### src/rtl/fft_out_reorder.sv
// Reorders one bit-reversed FFT output frame into natural bin order.
// A ping-pong buffer lets back-to-back frames stream without gaps.
module fft_out_reorder #(
    parameter int unsigned N     = 64,
    parameter int unsigned WIDTH = 8,
    localparam int unsigned LOGN = $clog2(N)
) (
    input  logic             clk,
    input  logic             rst_n,
    input  logic             enable_in,
    input  logic [WIDTH-1:0] in_re,
    input  logic [WIDTH-1:0] in_im,
    output logic             enable_out,
    output logic [WIDTH-1:0] out_re,
    output logic [WIDTH-1:0] out_im,
    output logic [LOGN-1:0]  out_idx
);

    typedef enum logic {StIdle, StRead} state_e;

    localparam logic [LOGN-1:0] LastIdx = LOGN'(N - 1);

    logic [2*WIDTH-1:0] mem [2*N];
    logic [LOGN-1:0]    wr_cnt;
    logic [LOGN-1:0]    rd_cnt;
    logic               wr_bank;
    logic               rd_bank;
    state_e             state;
    logic               frame_done;
    logic [2*WIDTH-1:0] rd_data;

    function automatic logic [LOGN-1:0] bitrev(input logic [LOGN-1:0] v);
        logic [LOGN-1:0] r;
        for (int i = 0; i < int'(LOGN); i++) begin
            r[i] = v[LOGN-1-i];
        end
        return r;
    endfunction

    assign frame_done = enable_in && (wr_cnt == LastIdx);
    assign rd_data    = mem[{rd_bank, bitrev(rd_cnt)}];

    // Storage is deliberately left unreset.
    always_ff @(posedge clk) begin
        if (enable_in) begin
            mem[{wr_bank, wr_cnt}] <= {in_re, in_im};
        end
    end

    always_ff @(posedge clk or negedge rst_n) begin
        if (!rst_n) begin
            wr_cnt     <= '0;
            wr_bank    <= 1'b0;
            rd_cnt     <= '0;
            rd_bank    <= 1'b0;
            state      <= StIdle;
            enable_out <= 1'b0;
            out_re     <= '0;
            out_im     <= '0;
            out_idx    <= '0;
        end else begin
            // wr_cnt wraps to 0 on frame completion since N is a power of two.
            if (enable_in) begin
                wr_cnt <= wr_cnt + 1'b1;
                if (frame_done) begin
                    wr_bank <= ~wr_bank;
                end
            end else begin
                wr_cnt <= '0;
            end

            case (state)
                StIdle: begin
                    enable_out <= 1'b0;
                    out_re     <= '0;
                    out_im     <= '0;
                    out_idx    <= '0;
                    if (frame_done) begin
                        state   <= StRead;
                        rd_bank <= wr_bank;
                        rd_cnt  <= '0;
                    end
                end
                StRead: begin
                    enable_out       <= 1'b1;
                    {out_re, out_im} <= rd_data;
                    out_idx          <= rd_cnt;
                    rd_cnt           <= rd_cnt + 1'b1;
                    // A frame finishing on the last read keeps the stream gapless.
                    if (frame_done) begin
                        rd_bank <= wr_bank;
                        rd_cnt  <= '0;
                    end else if (rd_cnt == LastIdx) begin
                        state <= StIdle;
                    end
                end
            endcase
        end
    end

endmodule

### config.mk
export PLATFORM = sky130hd
export DESIGN_NAME = fft_out_reorder
export DESIGN_NICKNAME = d
export VERILOG_FILES = /design/src/rtl/fft_out_reorder.sv
export SDC_FILE = /design/constraint.sdc
export NUM_CORES = 2
export LEC_CHECK = 0
export CAP_MARGIN = 0
export CORE_MARGIN = 3
export CORE_UTILIZATION = 60
export CTS_BUF_LIST = sky130_fd_sc_hd__clkbuf_4
export CTS_CLUSTER_SIZE = 12
export DETAILED_ROUTE_END_ITERATION = 7
export GPL_TIMING_DRIVEN = 0
export HOLD_SLACK_MARGIN = 0.06
export PLACE_DENSITY_LB_ADDON = 0.15
export SYNTH_ARGS = -nofsm -noshare
export SYNTH_HDL_FRONTEND = slang
export SYNTH_SLANG_ARGS = --single-unit
export TNS_END_PERCENT = 100
### constraint.sdc
create_clock -name clk -period 3.2 [get_ports clk]
set_input_delay 0.8 -clock clk [delete_from_list [all_inputs] [get_ports clk]]
set_output_delay 0.8 -clock clk [all_outputs]
set_load 0.02 [all_outputs]
# Word-level counts from Yosys, hierarchy flattened
# Memory sizes are Yosys's and may differ from the RTL's.
# Index checks and enable logic that the tools add are counted.
[classes]
eq_ne = 3
n_mux = 15
n_bitwise = 2
reduce_logical = 2
add_sub_neg = 2
[op_table]
columns = ["operator", "n"]
rows = [
  ["$pmux W8 S2", 2],
  ["$pmux W6 S2", 2],
  ["$mux W6", 3],
  ["$add A6 B1 Y6 const B", 2],
  ["$eq A6 B6 Y1 const B", 2],
  ["$mux W1", 6],
  ["$pmux W1 S2", 2],
  ["$ne A2 B2 Y1 const B", 1],
  ["$not A1 Y1", 2],
  ["$reduce_and A2 Y1", 1],
  ["$logic_and A1 B1 Y1", 1],
]
[totals]
output_inout_bits = 23
mem_count = 1
ff_bits = 38
ramBits = 2048
[mem_list]
columns = ["name", "depth", "word_bits", "read_ports", "rd_clocked_by_memory_dff", "write_ports", "line_no", "text"]
rows = [
  ["mem", 128, 16, 1, 0, 1, "23", "logic [2*WIDTH-1:0] mem [2*N];"],
]

# Logic depth before layout (Yosys ltp)
[depth]
ltp_word = 4
ltp_mapped = 11
depth_no_buf = 6

# Least setup slack after synthesis
# No wires, ideal clock.
[synth_timing]
kind = "input to register"
from = "in enable_in"
to = "mem mem[72][0] (netlist bit), enable pin"
t_required_ps = 2791
t_arrival_ps = 2385
cell_stages = 4
path_slack_ps = 405
path_cell_list = "nor2b_1 -> clkbuf_1 -> nand3_1 -> nor3_1"
[synth_between]
elab_chain_len = 2
[synth_lines]
columns = ["element", "line_no", "text"]
rows = [
  ["start, declared", "10", "input logic enable_in,"],
  ["$mux W1", "45", "if (enable_in) begin"],
  ["$mux W1 (not written as such)", "46", "mem[{wr_bank, wr_cnt}] <= {in_re, in_im};"],
  ["end, declared", "23", ""],
]
# Every way passes these cells.

# Worst setup path in the final report
[layout_timing]
from = "reg rd_cnt[4]"
to = "reg out_im[3]"
[layout_between]
elab_chain_len = 2
[layout_lines]
columns = ["element", "line_no", "text"]
rows = [
  ["start, declared", "25", "logic [LOGN-1:0] rd_cnt;"],
  ["start signal, assigned", "88", "rd_cnt <= rd_cnt + 1'b1;"],
  ["$mem_v2 Z128 W16", "n/a", ""],
  ["$pmux W8 S2", "72", "case (state)"],
  ["end signal, assigned", "86", "{out_re, out_im} <= rd_data;"],
  ["end, declared", "15", "output logic [WIDTH-1:0] out_im,"],
]
# Every way passes these cells.
# A chain may end at the register's enable or synchronous reset.

==> impl_metrics.csv <==
group,metric,value,unit
min_path,hold_class,"primary input to flop",
placement,port_buffers,41,
floorplanning,ios,42,
clock_tree,tritoncts,"yes",
grt,grt_util_all_layers,0.351,
routing,wl,237000,um
routing,antenna_left,0,
floorplanning,die_width,372,um
synth,synth_common_cells,"edfxtp_1, mux4_2, mux2i_1, nor2_1, a22oi_1",
sta,hold_ws,0.301,ns
sta,hold_viol_final,0,
cells_and_area,final_nets,4544,
synth,synth_top_cell_area_share,0.766,
power_and_ir_drop,power.net_switching,10.9,mW
worst_setup_path,crit_arrival,4.40,ns
floorplanning,dieArea,138000,um2
synth,synth.cell_area,80200,um2
placement,dpl_worst_slack,-1.34,ns
routing,viasPerCell,6.75,
sta,fmax,0.300,GHz
flow_run,maxCapViolCount,0,
grt,grt_first_pass_wirelength,329000,um
synth,synth_area_per_cell,21.2,um2
sta,rsz0062_at_grt,"yes",
sta,period_share,1.04,
sta,fin_crit,3.33,ns
synth,synthCells,3783,
power_and_ir_drop,p_int,41.8,mW
clock_tree,cts_root_buf,"clkbuf_4",
power_and_ir_drop,seq_power_share,0.570,
floorplanning,core_area,132000,um2
floorplanning,rows,133,
outcome,status,"complete, but fails checks",
synth,syn_nets,3804,
sta,timing.final.ws_setup,-0.129,ns
clock_tree,cts_buffers,538,
synth,synth_area_leaders,"edfxtp_1, mux4_2, mux2i_1",
power_and_ir_drop,p_sw_frac,0.207,
worst_setup_path,endpoint_kind,"flop",
clock_tree,clk_path_buf_depth,4,
sta,final-setup-viol-count,112,
sta,skew,0.0873,ns
power_and_ir_drop,power_density,558,nW/um2
synth,ys_seq_area_frac,0.778,
clock_tree,clkTransAtPathRegs,0.08,ns
grt,antenna_found_initial,19,
routing,vias,44600,
grt,grt_max_degree,101,
sta,maxSlewHeadroom,0.0242,
grt,first_global_vias,43400,
worst_setup_path,criticalPathCategory,"flop to flop",
placement,place.gp.congestion,1.00,
cells_and_area,fill_cells,7952,
synth,async_flop_share,0.0182,
outcome,failed_checks,"setup timing",
clock_tree,clk_latency,1.28,ns
sta,tightest_slew,1.46,ns
placement,detailed_place_hpwl,159000,um
power_and_ir_drop,vdd_drop_max,389,uV
floorplanning,start_util,0.607,
synth,synth.most_common_cell,"edfxtp_1",
cells_and_area,areaGrowthSynthToFinish,17.6,%
power_and_ir_drop,clkPwrFrac,0.416,
synth,synth_ff_type,"edfxtp_1",
routing,drc,0,
sta,slew_viol_final,0,
clock_tree,cts_sinks,2086,
power_and_ir_drop,combPwrFrac,0.014,
synth,yosysUniqueCellTypes,43,
routing,dr.pass1.iters,6,
worst_setup_path,startpoint_type,"flop",
cells_and_area,drive_above_1_share,0.377,
routing,drt_iter0_drc,7120,
worst_setup_path,crit_fanout,10,
power_and_ir_drop,p_leak,32.9,nW
synth,synth_seq_cells,2086,
worst_setup_path,worstPathRequired,4.27,ns
synth,synth_edf_count,2048,
grt,overflow,0,
clock_tree,h-tree-depth,6,
routing,avgRoutedWirePerCell,35.9,um
synth,yosysTopAreaCell,"edfxtp_1",
synth,yosysWarnings,0,
floorplanning,die-height,372,um
-- cell usage in the layout, fill, tap and decap left out, types with 11 or more instances in the layout --
| cell type | instances |
|---|---|
| edfxtp_1 | 2048 |
| clkbuf_4 | 783 |
| mux4_2 | 396 |
| mux2i_1 | 321 |
| nor2_2 | 115 |
| nand2_1 | 81 |
| buf_8 | 78 |
| o21ai_0 | 71 |
| buf_16 | 70 |
| a22oi_1 | 70 |
| clkinv_1 | 66 |
| a21oi_1 | 63 |
| clkbuf_2 | 55 |
| buf_4 | 49 |
| a22oi_2 | 49 |
| buf_6 | 40 |
| dfrtp_1 | 38 |
| clkbuf_1 | 35 |
| a31oi_2 | 31 |
| o211ai_1 | 30 |
| a31oi_1 | 25 |
| mux2i_2 | 24 |
| clkdlybuf4s50_1 | 24 |
| mux2i_4 | 21 |
| o21ai_1 | 20 |
| dlygate4sd3_1 | 18 |
| nand3_1 | 15 |
| buf_2 | 15 |
| and2_1 | 14 |
| inv_2 | 13 |
| nor2b_1 | 12 |
| nor2_4 | 12 |
| nor2_1 | 11 |
| a221oi_2 | 11 |
-- cells by family (layout without fill, tap and decap cells) --
family,after synthesis,count (layout),synth area share
fa+ha+maj,2,2,0.000312
compound gates,418,418,0.0336
simple gates,278,278,0.0146
other cells,0,6,0
flops,2086,2086,0.778
mux,765,765,0.157
xor+xnor,8,8,0.000873
buf+inv,226,1283,0.0152
-- registers in the layout, indices dropped and copies added, names as in the netlist, 6 cells and up --
register / cells
out_idx: 6
wr_cnt: 6
mem: 2048
out_re: 8
out_im: 8
rd_cnt: 6
-- stage by stage --
stage	power [mW]	instance area, um2	std cells	TNS, ns	util
floorplan	30.7	80200	3783	0	-
global placement	31.4	82900	5579	-7313.62	0.627
detailed placement	31.3	86100	5715	-761.01	0.651
CTS	52.9	93900	6590	-0.0655	0.711
global route	54.5	94400	6597	-1.08	0.714
finish	52.7	94400	6601	-4.65	0.715
-- area by class of cell --
| type | instances | area [um2] | area share |
|---|---|---|---|
| Buffer | 226 | 1750 | 0.0185 |
| Tap cell | 1755 | 2200 | 0.0233 |
| Multi-Input combinational cell | 1471 | 18200 | 0.192 |
| Timing Repair Buffer | 200 | 3490 | 0.0369 |
| Sequential cell | 2086 | 62400 | 0.661 |
| Antenna cell | 6 | 15.0 | 0.000159 |
| Clock inverter | 96 | 634 | 0.00672 |
| Clock buffer | 761 | 5710 | 0.0605 |
-- worst max-delay path: stages (launching register included) --
cell      delay, ns
dfrtp_1        0.39
clkbuf_4       0.25
buf_4          0.27
nor2_2         0.32
clkbuf_2       0.36
a22oi_1        0.19
a31oi_1        0.46
o21ai_0        0.24
a22oi_2        0.35
o22ai_1        0.25
-- path summary, 6_finish.rpt --
path	from	endpoint	slack, ns	depth (start not counted)
setup reg to reg	rd_cnt[4]	out_im[3]	-0.13	9
hold / removal	enable_in	wr_cnt[4]	0.30	2
min in group asynchronous	rst_n	out_re[2]	0.48	3
hold reg to reg	state	enable_out	0.62	0
setup / recovery	rd_cnt[4]	out_im[3]	-0.13	9
max in group asynchronous	rst_n	wr_cnt[3]	2.24	4
-- power by group through the flow --
| stage | clock [mW] | sequential [mW] | combinational (mW) |
|---|---|---|---|
| 2_1_floorplan | 0 | 30.6 | 0.0560 |
| 5_1_grt | 23.7 | 30.0 | 0.759 |
| 3_5_place_dp | 0 | 30.6 | 0.692 |
| 6_report | 21.9 | 30.0 | 0.723 |
| 3_3_place_gp | 0 | 30.8 | 0.558 |
| 4_1_cts | 22.1 | 30.0 | 0.707 |
-- metal layers --
| layer | track usage | part of all wire |
|---|---|---|
| met5 | 0.00427 | 0.00055 |
| met4 | 0.153 | 0.042 |
| met3 | 0.120 | 0.15 |
| met2 | 0.497 | 0.45 |
| met1 | 0.503 | 0.36 |
-- what timing repair did --
item	CTS	global route
resized for setup	398	120
buffers inserted	0	5
endpoints found under the setup margin	23	103
endpoints found under the hold margin	779	0
hold buffers	18	0
pin swaps	23	20
No activity file was read; power rests on OpenSTA's default activity.
